===== config.mk =====
export PLATFORM = sky130hd
export DESIGN_NAME = hazard_stall_ctrl
export DESIGN_NICKNAME = d
export VERILOG_FILES = /design/src/rtl/hazard_stall_ctrl_pkg.sv /design/src/rtl/hazard_stall_ctrl_sat_counter.sv /design/src/rtl/hazard_stall_ctrl.sv
export SDC_FILE = /design/constraint.sdc
export NUM_CORES = 1
export LEC_CHECK = 0
export ABC_AREA = 1
export BUFFER_PORTS_ARGS = -buffer_cell sky130_fd_sc_hd__buf_4
export CORE_MARGIN = 3
export CORE_UTILIZATION = 45
export CTS_CLUSTER_DIAMETER = 80
export DETAILED_ROUTE_END_ITERATION = 12
export PLACE_DENSITY = 0.73
export RECOVER_POWER = 50
export SLEW_MARGIN = 0
export SYNTH_ARGS = -nofsm -noshare
export SYNTH_HDL_FRONTEND = slang
export SYNTH_HIERARCHICAL = 1
export SYNTH_SLANG_ARGS = --single-unit

===== constraint.sdc =====
create_clock -name clk_i -period 4.1 [get_ports clk_i]
set_clock_uncertainty 0.05 [all_clocks]
set_input_delay 0.41 -clock clk_i [delete_from_list [all_inputs] [get_ports clk_i]]
set_output_delay 0.41 -clock clk_i [all_outputs]
set_load 0.05 [all_outputs]

===== src/rtl/hazard_stall_ctrl_pkg.sv =====
// rtl/hazard_stall_ctrl_pkg.sv - opcode and FSM state encodings for the ID-stage hazard/stall controller
package hazard_stall_ctrl_pkg;

    localparam logic [5:0] OP_RTYPE = 6'h00;
    localparam logic [5:0] OP_BEQ   = 6'h04;
    localparam logic [5:0] OP_BNE   = 6'h05;
    localparam logic [5:0] OP_SW    = 6'h2B;
    localparam logic [5:0] OP_LW    = 6'h23;
    localparam logic [5:0] OP_ANDI  = 6'h0C;
    localparam logic [5:0] OP_ORI   = 6'h0D;
    localparam logic [5:0] OP_XORI  = 6'h0E;

    typedef enum logic [1:0] {
        ST_RUN   = 2'd0,
        ST_STALL = 2'd1
    } state_e;

endpackage


===== src/rtl/hazard_stall_ctrl_sat_counter.sv =====
// rtl/hazard_stall_ctrl_sat_counter.sv - saturating event counter, holds at all-ones
module hazard_stall_ctrl_sat_counter #(
    parameter int WIDTH = 16
) (
    input  logic             clk_i,
    input  logic             rst_ni,
    input  logic             inc_i,
    output logic [WIDTH-1:0] cnt_o
);

    localparam logic [WIDTH-1:0] ONE = {{(WIDTH-1){1'b0}}, 1'b1};

    logic [WIDTH-1:0] cnt_q;
    logic [WIDTH-1:0] cnt_d;

    always_comb begin
        cnt_d = cnt_q;
        if (inc_i && (cnt_q != {WIDTH{1'b1}})) begin
            cnt_d = cnt_q + ONE;
        end
    end

    always_ff @(posedge clk_i or negedge rst_ni) begin
        if (!rst_ni) begin
            cnt_q <= '0;
        end else begin
            cnt_q <= cnt_d;
        end
    end

    assign cnt_o = cnt_q;

endmodule


===== src/rtl/hazard_stall_ctrl.sv =====
// rtl/hazard_stall_ctrl.sv - ID-stage load-use stall sequencer, branch flush and extender select
module hazard_stall_ctrl
    import hazard_stall_ctrl_pkg::*;
#(
    parameter int LOAD_STALL_CYC = 1,
    parameter int CNT_W          = 16
) (
    input  logic             clk_i,
    input  logic             rst_i,
    input  logic [31:0]      instr_i,
    input  logic             idex_memread_i,
    input  logic [4:0]       idex_rt_i,
    input  logic             branch_taken_i,
    output logic             pc_write_o,
    output logic             ifid_write_o,
    output logic             ifid_flush_o,
    output logic             idex_flush_o,
    output logic             exmem_flush_o,
    output logic             ext_sign_o,
    output logic [CNT_W-1:0] stall_cnt_o,
    output logic [CNT_W-1:0] flush_cnt_o,
    output logic [1:0]       state_o
);

    localparam logic [1:0] REM_INIT = 2'(LOAD_STALL_CYC - 1);

    logic [5:0] op;
    logic [4:0] rs;
    logic [4:0] rt;
    logic       uses_rt;
    logic       hazard;
    logic       stall_active;
    logic       flush_inc;
    logic       unused_imm;

    state_e     state_q, state_d;
    logic [1:0] rem_q, rem_d;

    assign op         = instr_i[31:26];
    assign rs         = instr_i[25:21];
    assign rt         = instr_i[20:16];
    assign unused_imm = ^instr_i[15:0];

    assign ext_sign_o = !((op == OP_ANDI) || (op == OP_ORI) || (op == OP_XORI));
    assign uses_rt    = (op == OP_RTYPE) || (op == OP_BEQ) || (op == OP_BNE) || (op == OP_SW);
    assign hazard     = idex_memread_i && (idex_rt_i != 5'd0) &&
                        ((idex_rt_i == rs) || (uses_rt && (idex_rt_i == rt)));

    always_comb begin
        state_d       = state_q;
        rem_d         = rem_q;
        stall_active  = 1'b0;
        pc_write_o    = 1'b1;
        ifid_write_o  = 1'b1;
        ifid_flush_o  = 1'b0;
        idex_flush_o  = 1'b0;
        exmem_flush_o = 1'b0;

        // The branch squashes whatever is stalled, so it overrides any hazard.
        if (branch_taken_i) begin
            ifid_flush_o  = 1'b1;
            idex_flush_o  = 1'b1;
            exmem_flush_o = 1'b1;
            state_d       = ST_RUN;
            rem_d         = 2'd0;
        end else begin
            case (state_q)
                ST_RUN: begin
                    if (hazard) begin
                        stall_active = 1'b1;
                        if (LOAD_STALL_CYC > 1) begin
                            state_d = ST_STALL;
                            rem_d   = REM_INIT;
                        end
                    end
                end
                ST_STALL: begin
                    stall_active = 1'b1;
                    rem_d        = rem_q - 2'd1;
                    if (rem_q == 2'd1) begin
                        state_d = ST_RUN;
                        rem_d   = 2'd0;
                    end
                end
                default: begin
                    state_d = ST_RUN;
                    rem_d   = 2'd0;
                end
            endcase
        end

        if (stall_active) begin
            pc_write_o   = 1'b0;
            ifid_write_o = 1'b0;
            idex_flush_o = 1'b1;
        end

        // Inputs may still look hazardous while held in reset; keep the pipe flowing.
        if (!rst_i) begin
            stall_active  = 1'b0;
            pc_write_o    = 1'b1;
            ifid_write_o  = 1'b1;
            ifid_flush_o  = 1'b0;
            idex_flush_o  = 1'b0;
            exmem_flush_o = 1'b0;
        end
    end

    always_ff @(posedge clk_i or negedge rst_i) begin
        if (!rst_i) begin
            state_q <= ST_RUN;
            rem_q   <= 2'd0;
        end else begin
            state_q <= state_d;
            rem_q   <= rem_d;
        end
    end

    assign state_o   = state_q;
    assign flush_inc = branch_taken_i && rst_i;

    hazard_stall_ctrl_sat_counter #(.WIDTH(CNT_W)) u_stall_cnt (
        .clk_i  (clk_i),
        .rst_ni (rst_i),
        .inc_i  (stall_active),
        .cnt_o  (stall_cnt_o)
    );

    hazard_stall_ctrl_sat_counter #(.WIDTH(CNT_W)) u_flush_cnt (
        .clk_i  (clk_i),
        .rst_ni (rst_i),
        .inc_i  (flush_inc),
        .cnt_o  (flush_cnt_o)
    );

endmodule

* Word-level counts from Yosys, hierarchy flattened
Index checks and enable logic that the tools add are counted.
W data, S select, Z words.
** Cells by class
- $add $sub $neg :: 3
- Equal/unequal tests :: 14
- Mux-type cells :: 16
- Reduce and logical (&&, ||, !) cells :: 17
** Operators by type and width (count)
- $add A16 B1 Y16 const B :: 2
- $ne A16 B16 Y1 const B :: 2
- $eq A6 B4 Y1 const B :: 3
- $eq A6 B3 Y1 const B :: 2
- $eq A5 B5 Y1 :: 2
- $mux W1 :: 9
- $mux W2 :: 4
- $pmux W2 S2 :: 2
- $eq A6 B6 Y1 const B :: 1
- $logic_and A1 B1 Y1 :: 6
- $logic_not A6 Y1 :: 1
- $logic_or A1 B1 Y1 :: 6
- $reduce_bool A5 Y1 :: 1
- $eq A2 B1 Y1 const B :: 2
- $ne A3 B3 Y1 const B :: 1
- $logic_not A2 Y1 :: 1
- $ne A2 B2 Y1 const B :: 1
- $pmux W1 S2 :: 1
- $reduce_and A2 Y1 :: 1
- $sub A2 B1 Y2 const B :: 1
- $logic_not A1 Y1 :: 1
** Storage, ports and cells
- Register bits :: 36
- Bits of input ports :: 41

* Longest topological paths before layout
Gate-level depths: netlist of the first run.
- Depth after elaboration :: 12
- Depth in mapped cells :: 17
- Mapped depth without buffers :: 17

* By module
The synthesis of the first run kept the hierarchy.
** By module, submodules not included
- hazard_stall_ctrl_sat_counter :: times used 2, cells an instance 149, area each 1058.5 um^2, seq. area each 400.4 um^2
- hazard_stall_ctrl :: times used 1, cells an instance 53, area each 284.0 um^2, seq. area each 0.0 um^2

* Worst setup path before layout of the first run
OpenSTA, ideal clock, no wires.
- Path type :: in2out
- Start point :: in instr_i[31]
- End point :: out pc_write_o
- Data arrival time :: 1618 ps
- Setup slack :: 2022 ps
- Cell stages on the path :: 9
- Buffers on the path :: 1
- Cells stage by stage :: inv_1 -> nand2_1 -> nor2_1 -> nand2_1 -> nand2_1 -> nand3_1 -> nand2_2 -> nand3b_1 -> buf_4
** On the way
- Longest elaborated chain between the ends :: 12
- Elaborated cells on any way between the ends :: 15
- Those cells by class :: eq/ne: 3; mux: 5; reduce/logical: 7
** Ends and longest elaborated chain
- start, declared :: line hazard_stall_ctrl.sv:10 : input logic [31:0] instr_i,
- $eq A6 B3 Y1 / $logic_not A6 Y1 (equally long branches) :: line hazard_stall_ctrl.sv:45 : assign uses_rt = (op == OP_RTYPE) || (op == OP_BEQ) || (op == OP_BNE) || (op == OP_SW);
- $logic_or A1 B1 Y1 (2 in series) :: line hazard_stall_ctrl.sv:45
- $logic_or A1 B1 Y1 * :: line hazard_stall_ctrl.sv:45
- $logic_and A1 B1 Y1 * :: line hazard_stall_ctrl.sv:47 : ((idex_rt_i == rs) || (uses_rt && (idex_rt_i == rt)));
- $logic_or A1 B1 Y1 * :: line hazard_stall_ctrl.sv:47
- $logic_and A1 B1 Y1 * :: line hazard_stall_ctrl.sv:46 : assign hazard = idex_memread_i && (idex_rt_i != 5'd0) &&
- $mux W1 * :: line hazard_stall_ctrl.sv:69 : if (hazard) begin
- $pmux W1 S2 * :: line hazard_stall_ctrl.sv:67 : case (state_q)
- $mux W1 * :: line hazard_stall_ctrl.sv:60 : if (branch_taken_i) begin
- $mux W1 * (2 in series)
- end, declared :: line hazard_stall_ctrl.sv:14 : output logic pc_write_o,
Every way passes the cells marked *; elsewhere a longest branch is shown, timed or not.

* Final worst setup path of the first run
- Start point :: in rst_i
- End point :: out exmem_flush_o
** On the way
- Longest elaborated chain between the ends :: 1
** Ends and longest elaborated chain
- start, declared :: line hazard_stall_ctrl.sv:9 : input logic rst_i,
- $mux W1 :: line hazard_stall_ctrl.sv:99 : if (!rst_i) begin
- end, declared :: line hazard_stall_ctrl.sv:18 : output logic exmem_flush_o,
No other way between the ends.

==> run metrics, run 1 <==
status=complete, no violations; net load switching power=435 uW; total gr overflow=0; initial antenna violation count=0; worst skew pair latency=slightly below 0.3 ns; fin crit share=0.454; die area=6250 um2; Hold Crit Class=primary input to async pin; max_slew headroom=0.600; r2r setup slk=2.33 ns; R2R cell count=7; Synth warnings=6; DP Area=2880 um2; most frequent cells in the layout=nand2_1 (140), buf_4 (43), nor2_1 (37), inv_1 (32), dfrtp_1 (32); root buffer cell=clkbuf_8; first-pass GRT wire length=9470 um; area grow syn2layout=22.2%; Hold Fails Final Rpt=0; syn avg cell area=slightly below 7 um2; CP arrival=1.40 ns; drt wl/cell=11.8 um; Max Cap Viol=0; CP required=approximately 3.6 ns; final wirelength=5680 um; Post-CTS Resized=0; final core occ=0.594; Clock power frac=0.312; Clock transition at path regs=0.07 ns; port bufs=62; Post-DRT Antenna Nets=0; Hold Slack=about 0.0076 ns; Core Box Area=4940 um2; post-CTS setup buffer count=0; IO Count=between 80 and 90; critical path type=primary input to primary output; P_leak=0.00143 uW; GPL Wtd Cong=0.840; vias in the first global route=2,083; final setup TNS=0 ns; Setup violations, final=0; Chip Height=79.0 um; drt first-iter violations=103; Via density=between 4 and 5; row cnt=25; CTS tree=done; DRC viols=0; Gate Count Post-Synth=351; P_int=666 uW; reg-to-reg critical path startpoint=u_stall_cnt/cnt_o[0]$_DFFE_PN0P_; Critical Path End Type=primary output; crit start category=primary input; CTS Sinks=32; H-tree Lvls=2; Die W=79.0 um; Netlist cell types=22; Switching Share=0.395; largest net degree at the start of global routing=35; Setup WS pre-CTS=1.99 ns; gr usage total=0.188; post-route cell area=between 2000 and 3000 um2; most common cell after layout, fill and taps aside=nand2_1; Pwr per Cell Area=375 nW/um2; vias=2,361; Peak supply drop=0.000373 V; nets@finish=456; Final Max Slew Viols=0; Max clock buf depth=2; f_max=0.537 GHz; Num CTS Buffers=5; synthesized flop and latch total=32; # diodes=0; crit path time final=1.86 ns; sequential share of the synthesized area=0.334; DR pass1 iterations=4; layout cells sized above 1=0.205; reg-to-reg endpoint=u_stall_cnt/cnt_o[9]$_DFFE_PN0P_; RSZ-0062 raised after global routing=no; Comb pwr share=0.319; Initial Util=0.486; worst slew pin tran=0.602 ns; hold_buf cts=0; synthesized cell area=2400 um2; Final WS setup=2.24 ns; Crit Path Max Fanout=34; Final HPWL DP=4260 um; Sequential Power Share=0.369
how the worst max path moves through the flow:
stage                     depth (start not counted)  slack (ns)   startpoint                                to
final                                             4        2.24        rst_i                     exmem_flush_o
after global routing                              9        2.12        rst_i  u_stall_cnt/cnt_o[9]$_DFFE_PN0P_
after CTS                                         4        2.20        rst_i                     exmem_flush_o
after detailed placement                          8        1.99        rst_i  u_stall_cnt/cnt_o[9]$_DFFE_PN0P_
after global placement                            8        2.04        rst_i  u_stall_cnt/cnt_o[7]$_DFFE_PN0P_
after floorplan                                   9        2.02  instr_i[31]                        pc_write_o
layout make-up:
type | instances | area (um2)
fillers | 506 | 2010
multi-input cells | 278 | 1400
flip-flops and latches | 32 | 801
repair buffers | 62 | 394
inverters | 34 | 128
clock buffers | 7 | 96.3
well taps | 67 | 83.8
clock inverters | 1 | 30.0
power groups by stage:
stage,clock (uW),combinational [uW],sequential (uW)
detailed placement,0,370,414
global route,362,382,418
floorplan,0,132,532
global placement,0,363,413
CTS,348,371,408
finish,343,351,407
critical path, cell delays in order:
cell,delay [ns]
buf_4,0.37
nand2_1,0.13
inv_1,0.22
buf_4,0.25
synthesized netlist by cell type:
| library cell | n | area, um2 |
|---|---|---|
| dfrtp_1 | 32 | 801 |
| nor2_4 | 8 | 90.1 |
| inv_2 | 2 | 7.51 |
| nand2_2 | 10 | 62.6 |
| nor2_2 | 7 | 43.8 |
| inv_1 | 32 | 120 |
| nor2_1 | 37 | 139 |
| nand3_1 | 17 | 85.1 |
| conb_1 | 1 | 3.75 |
| ha_1 | 2 | 25.0 |
| nand3b_1 | 1 | 7.51 |
| buf_4 | 4 | 30.0 |
| xor2_1 | 9 | 78.8 |
| o21ai_0 | 14 | 70.1 |
| nand2_1 | 140 | 526 |
| buf_6 | 4 | 45.0 |
| nand4_1 | 11 | 68.8 |
| a21oi_1 | 1 | 5.00 |
| o21ai_2 | 4 | 35.0 |
| xnor2_1 | 12 | 105 |
| nand3_2 | 1 | 10.0 |
| nand4_4 | 2 | 42.5 |
sequential cells by signal, summed over array words and instances (netlist names):
register / cells
u_flush_cnt/cnt_o: 16
u_stall_cnt/cnt_o: 16
through the flow:
stage,power [uW],instances
after floorplan,663,352
after global placement,777,473
after detailed placement,783,473
after CTS,1130,481
after global routing,1160,481
final,1100,481
per-layer routing:
metal	GRT usage	wire length (um)	up-vias
met5	0	0	-
met4	0.0464	52	0
met3	0.0351	274	6
met2	0.311	2660	58
met1	0.254	2690	1086
li1	-	-	1211
cells by family after synthesis:
kind of cell / after synthesis / synth area share
simple gates: 234 / 0.448
compound gates: 19 / 0.0459
fa+ha+maj: 2 / 0.0104
buf+inv: 42 / 0.0844
other cells: 1 / 0.00156
flops: 32 / 0.334
xor+xnor: 21 / 0.0766
Power figures use the tool's default switching activity.
==> run 2, diff against run 1 <==
--- a/config.mk
+++ b/config.mk
@@ -5,13 +5,13 @@
 export SDC_FILE = /design/constraint.sdc
 export NUM_CORES = 1
 export LEC_CHECK = 0
-export ABC_AREA = 1
+export ABC_AREA = 0
 export BUFFER_PORTS_ARGS = -buffer_cell sky130_fd_sc_hd__buf_4
 export CORE_MARGIN = 3
-export CORE_UTILIZATION = 45
+export CORE_UTILIZATION = 44
 export CTS_CLUSTER_DIAMETER = 80
 export DETAILED_ROUTE_END_ITERATION = 12
-export PLACE_DENSITY = 0.73
+export PLACE_DENSITY = 0.77
 export RECOVER_POWER = 50
 export SLEW_MARGIN = 0
 export SYNTH_ARGS = -nofsm -noshare
==> constraint.sdc (replaced) <==
create_clock -name clk_i -period 1.55 [get_ports clk_i]
set_clock_uncertainty 0.05 [all_clocks]
set_input_delay 0.155 -clock clk_i [delete_from_list [all_inputs] [get_ports clk_i]]
set_output_delay 0.155 -clock clk_i [all_outputs]
set_load 0.05 [all_outputs]
==> run metrics, run 2 <==
Synth warnings=6 (unchanged); Max clock buf depth=2 (unchanged); fin crit share=1.28; min-delay src=branch_taken_i; Post-DRT Antenna Nets=0 (unchanged); Initial Util=0.475 (-0.0106); Fillers=278 (-45%); Critical Path End Type=flop; Max Cap Viol=0 (unchanged); Clock transition at path regs=0.07 ns (about the same); failing checks=negative setup slack; Final HPWL DP=4140 um (-3.0%); Die W=73.1 um (-7.5%); Hold Path Stages=5; synthesized cell area=1980 um2 (-17%); reg-to-reg endpoint=u_stall_cnt/cnt_o[11]$_DFFE_PN0P_; H-tree Lvls=2 (unchanged); Via density=5.70 (+16%); post-synth top area share=0.404 (+0.0703); row cnt=23 (-8.0%); nets@finish=343 (-25%); Core Box Area=4170 um2 (-16%); R2R cell count=4 (-3); post-synthesis async set-or-reset flop share=1.00 (unchanged); synth top area cells=dfrtp_1 (40%), xor2_1 (6.2%), nand4_1 (5.4%), xnor2_1 (4.4%), nor4_4 (4.3%); most numerous cell in the Yosys netlist=dfrtp_1; layout cells sized above 1=0.591 (+0.386); Peak supply drop=0.000618 V (+66%); met3 global-route usage=0.0482 (+0.0131); crit-path most repeated cell=buf_4; root buffer cell=clkbuf_8; initial antenna violation count=0 (unchanged); CP arrival=2.10 ns (+0.70 ns); Hold Fails Final Rpt=0 (unchanged); Final WS setup=-0.429 ns (-2.67 ns); IO Count=81 (unchanged); reg-to-reg critical path startpoint=u_stall_cnt/cnt_o[3]$_DFFE_PN0P_; Synth area leader=dfrtp_1; Tot Pwr=2700 uW (+140%); Hold Path Sink=u_flush_cnt/cnt_o[0]$_DFFE_PN0P_; max_slew headroom=0.415 (-0.185); Crit Path Max Fanout=3 (-91%); vias in the first global route=2,073 (-0.48%); area grow syn2layout=58.0%; Synth top cells by count=dfrtp_1 (32), nand4_1 (17), xor2_1 (14), nand2_1 (11); Netlist cell types=39 (+77%); CTS tree=done; first-pass GRT wire length=9520 um (+0.52%); CP peak stage delay=0.53 ns (+0.16 ns); drt first-iter violations=89 (-14%); Post-synth EDFFs=0 (unchanged); Hold Crit Class=primary input to flop; worst skew pair latency=0.29 ns (about the same); CTS Sinks=32 (unchanged); critical-path cell list=buf_8, or4_4, o211ai_1, a211oi_2, buf_4, buf_4, buf_4, buf_6, o31ai_4, mux2_4; CP required=1.67 ns (-1.97 ns); final wirelength=5890 um (+3.6%); gr usage total=0.227 (+0.0391); met2 usage=0.396 (+0.0856); vias=1,999 (-15%); crit path time final=a little under 2 ns; drt wl/cell=16.8 um (+42%); Setup violations, final=20 (+20); Most Crowded Layer GR=met2; crit start category=primary input; most frequent cells in the layout=buf_4 (89), dfrtp_2 (22), nand4_1 (17), xor2_1 (14); final core occ=0.751 (+0.157); worst slew pin tran=0.874 ns (+0.272 ns); Final Max Slew Viols=0 (unchanged); RSZ-0062 raised after global routing=yes; f_max=between 0.5 and 0.6 GHz; Pwr per Cell Area=860 nW/um2 (+130%); critical path type=primary input to flop; status=finished, violations left; largest net degree at the start of global routing=20 (-43%); port bufs=62 (unchanged); Num CTS Buffers=5 (unchanged); Gate Count Post-Synth=181 (-48%); r2r setup slk=-0.06 ns (-2.39 ns); die area=5350 um2 (-14%); GPL Wtd Cong=0.870 (+3.6%); P_leak=0.00149 uW (+4.8%); met1 Track Usage GR=0.272 (+0.0181); # diodes=0 (unchanged); synthesized flop and latch total=32 (unchanged); syn avg cell area=11.0 um2 (+60%); Chip Height=73.1 um (-7.5%); DR pass1 iterations=4 (unchanged); most common cell after layout, fill and taps aside=buf_4; sequential share of the synthesized area=0.404 (+0.0703); CP max stage cell=or4_4; total gr overflow=0 (unchanged); placed cells=330 (-30%); Main synth FF type=dfrtp_1; Cell Count, Final, Fillers Out=351 (-27%); DRC viols=0 (unchanged)
## run 2: cell families after synthesis
| family | after synthesis | synth area share |
|---|---|---|
| mux | 2 | 0.0114 |
| other cells | 1 | 0.00189 |
| fa+ha+maj | 2 | 0.0126 |
| buf+inv | 4 | 0.0151 |
| flops | 32 | 0.404 |
| xor+xnor | 24 | 0.106 |
| compound gates | 38 | 0.144 |
| simple gates | 78 | 0.305 |
## run 2: final cells by class
| type | count | area, um2 | area share |
|---|---|---|---|
| clock buffers | 5 | 68.8 | 0.0220 |
| clock inverters | 3 | 42.5 | 0.0136 |
| multi-input cells | 146 | 1250 | 0.399 |
| flip-flops and latches | 32 | 828 | 0.264 |
| repair buffers | 115 | 881 | 0.281 |
| well taps | 50 | 62.6 | 0.0200 |
## run 2: worst max-delay path by stage
stage	slack (ns)	start	end
floorplan	-0.44	idex_rt_i[4]	u_stall_cnt/cnt_o[5]$_DFFE_PN0P_
global placement	-0.60	idex_rt_i[4]	u_stall_cnt/cnt_o[14]$_DFFE_PN0P_
detailed placement	-0.70	idex_rt_i[4]	u_stall_cnt/cnt_o[10]$_DFFE_PN0P_
CTS	-0.32	instr_i[20]	u_stall_cnt/cnt_o[14]$_DFFE_PN0P_
global route	-0.53	instr_i[20]	u_stall_cnt/cnt_o[13]$_DFFE_PN0P_
finish	-0.43	idex_rt_i[0]	u_stall_cnt/cnt_o[1]$_DFFE_PN0P_
## run 2: power breakdown
part	leakage, uW	switching, uW	internal [uW]
Clock	0.0000541	327	475
Combinational	0.00104	535	320
Sequential	0.000401	122	915
## run 2: metrics by stage
step / cell area, um2 / hold WS (ns) / setup TNS, ns / worst slack (ns)
after global placement: 2870 / 0.113 / -8.75 / -0.597
after floorplan: 2070 / -0.191 / -5.01 / -0.443
after global routing: 3130 / 0.446 / -7.65 / -0.527
final: 3130 / 0.446 / -5.71 / -0.429
after CTS: 3130 / 0.400 / -3.79 / -0.323
after detailed placement: 2870 / 0.114 / -9.72 / -0.700
## run 2: worst max-delay path: cells and delay by family
family	cells	cell delay [ns]
buffers and inverters	5	0.65
and+or+nand+nor	1	0.53
AOI/OAI and AO/OA	3	0.44
muxes	1	0.33
## run 2: what timing repair did
| action | CTS | global route |
|---|---|---|
| hold buffers | 2 | 0 |
| endpoints found under the hold margin | 32 | 0 |
| setup endpoints to repair | 19 | 19 |
| resized for setup | 19 | 5 |
| pin swaps | 11 | 13 |
| setup buffers | 7 | 4 |
## run 2: metal layers
metal,share of wire,wire (um),vias up
met5,0,0,-
met4,0.025,149,0
met3,0.054,321,20
met2,0.51,2990,75
met1,0.41,2430,963
li1,-,-,941
==> run 3, diff against run 2 <==
--- a/config.mk
+++ b/config.mk
@@ -5,13 +5,15 @@
 export SDC_FILE = /design/constraint.sdc
 export NUM_CORES = 1
 export LEC_CHECK = 0
-export ABC_AREA = 0
+export ABC_AREA = 1
 export BUFFER_PORTS_ARGS = -buffer_cell sky130_fd_sc_hd__buf_4
+export CELL_PAD_IN_SITES_DETAIL_PLACEMENT = 0
+export CELL_PAD_IN_SITES_GLOBAL_PLACEMENT = 2
 export CORE_MARGIN = 3
-export CORE_UTILIZATION = 44
+export CORE_UTILIZATION = 24
 export CTS_CLUSTER_DIAMETER = 80
 export DETAILED_ROUTE_END_ITERATION = 12
-export PLACE_DENSITY = 0.77
+export PLACE_DENSITY_LB_ADDON = 0.1
 export RECOVER_POWER = 50
 export SLEW_MARGIN = 0
 export SYNTH_ARGS = -nofsm -noshare
==> run metrics, run 3 (synthesis results as in run 1) <==
met2 routed wirelength=2960 um (-0.80%); Setup violations, final=0 (-100%); nets@finish=479 (+40%); Num CTS Buffers=5 (unchanged); die area=11,200 um2 (+110%); DR pass1 iterations=5 (+1); max_slew headroom=0.604 (+0.188); R2R cell count=9 (+5); area of the multi-input gates=1480 um2 (+18%); RSZ-0062 raised after global routing=yes; metal1 wirelength=3680 um (+52%); Peak supply drop=0.000415 V (-33%); Initial Util=0.254 (-0.221); storage element area=837 um2 (+1.1%); Final Max Slew Viols=0 (unchanged); Pwr per Cell Area=887 nW/um2 (+3.1%); drt first-iter violations=130 (+46%); Die W=106 um (+45%); Final HPWL DP=5380 um (+30%); final wirelength=7050 um (+20%); crit start category=flop; Hold Crit Class=primary input to flop; Hold Path Stages=7 (+2); most frequent cells in the layout=nand2_1 (137), buf_4 (72), nor2_1 (32), inv_1 (31), dfrtp_2 (29); CTS tree=done; area grow syn2layout=40.3%; worst slew pin tran=0.597 ns (-0.277 ns); Crit Path Max Fanout=7 (+4); crit path time final=1.47 ns (-0.508 ns); fin crit share=0.949 (-0.328); # diodes=0 (unchanged); Core Box Area=9460 um2 (+130%); vias=2,415 (+21%); Max Cap Viol=0 (unchanged); Hold Fails Final Rpt=0 (unchanged); DRC viols=0 (unchanged); critical path type=flop to flop; Fillers=1,048 (+280%); root buffer cell=clkbuf_8; CTS Sinks=32 (unchanged); total gr overflow=0 (unchanged); port bufs=62 (unchanged); CP required=1.68 ns (about the same); Post-DRT Antenna Nets=0 (unchanged); gr usage total=0.125 (-0.102); H-tree Lvls=2 (unchanged); CP arrival=1.60 ns (-0.50 ns); final core occ=0.356 (-0.395); Hold Slack=0.346 ns (-0.0999 ns); Critical Path End Type=flop; final setup TNS=0 ns (+5.71 ns); GPL Wtd Cong=0.736 (-15%); vias in the first global route=2,218 (+7.0%); P_leak=0.00158 uW (+5.8%); worst skew pair latency=0.28 ns (about the same); status=complete, no violations; row cnt=35 (+52%); drt wl/cell=12.5 um (-26%); initial antenna violation count=0 (unchanged); most common cell after layout, fill and taps aside=nand2_1; DP Area=3190 um2 (+11%); DR WL met3=345 um (+7.5%); Top Layer Used=met4; Max clock buf depth=2 (unchanged); layout cells sized above 1=0.368 (-0.223); IO Count=81 (unchanged); post-route cell area=3370 um2 (+7.5%); f_max=0.680 GHz (+35%); Clock transition at path regs=0.08 ns (about the same); largest net degree at the start of global routing=33 (+65%); Chip Height=106 um (+45%); Via density=4.27 (-25%); first-pass GRT wire length=11,300 um (+18%)
==> run 3: report_power, final <==
group / leakage, uW / internal, uW / switching, uW
Clock: 0.0000552 / 478 / 350
Combinational: 0.00116 / 352 / 703
Sequential: 0.000363 / 948 / 157
Total: 0.00158 / 1780 / 1210
==> run 3: final timing paths <==
check                                            startpoint                                 to  slack [ns]
min                                          branch_taken_i  u_stall_cnt/cnt_o[13]$_DFFE_PN0P_        0.35
max in group asynchronous                             rst_i  u_flush_cnt/cnt_o[11]$_DFFE_PN0P_        0.49
max                        u_stall_cnt/cnt_o[0]$_DFFE_PN0P_   u_stall_cnt/cnt_o[8]$_DFFE_PN0P_        0.08
min reg2reg                u_stall_cnt/cnt_o[4]$_DFFE_PN0P_   u_stall_cnt/cnt_o[4]$_DFFE_PN0P_        0.51
max reg2reg                u_stall_cnt/cnt_o[0]$_DFFE_PN0P_   u_stall_cnt/cnt_o[8]$_DFFE_PN0P_        0.08
min in group asynchronous                             rst_i   u_stall_cnt/cnt_o[7]$_DFFE_PN0P_        0.60
==> run 3: stage by stage <==
stage / total power (uW) / setup slack, ns / cells
5_1_grt: 3170 / -0.0153 / 566
6_report: 2990 / 0.0785 / 566
3_5_place_dp: 2200 / -0.129 / 554
3_3_place_gp: 2200 / -0.101 / 554
4_1_cts: 3050 / 0.0478 / 563
2_1_floorplan: 1800 / 0.00279 / 352
==> run 3: layout make-up <==
cell class,count,share of cell area
flip-flops and latches,32,0.249
clock inverters,2,0.0104
repair buffers,85,0.195
well taps,129,0.0479
clock buffers,6,0.0215
inverters,34,0.0386
multi-input cells,278,0.438
==> run 3: repair_timing <==
item | CTS | global route
hold buffers | 1 | 0
hold endpoints to repair | 32 | 0
endpoints found under the setup margin | 0 | 17
resized for setup | 0 | 16
buffers inserted | 0 | 2
==> run 3: worst max-delay path, stage by stage (launching register included) <==
cell and delay [ns]:
dfrtp_2 0.44, ha_4 0.18, inv_4 0.05, nor2_4 0.13, nand2_4 0.07, nor2_4 0.12
nor2_4 0.06, clkbuf_16 0.16, nand2_1 0.06, nand2_1 0.05
==> run 3: per-layer routing <==
layer / GRT usage / vias up
met5: 0 / -
met4: 0.0278 / 0
met3: 0.0267 / 4
met2: 0.191 / 65
met1: 0.182 / 1084
li1: - / 1262
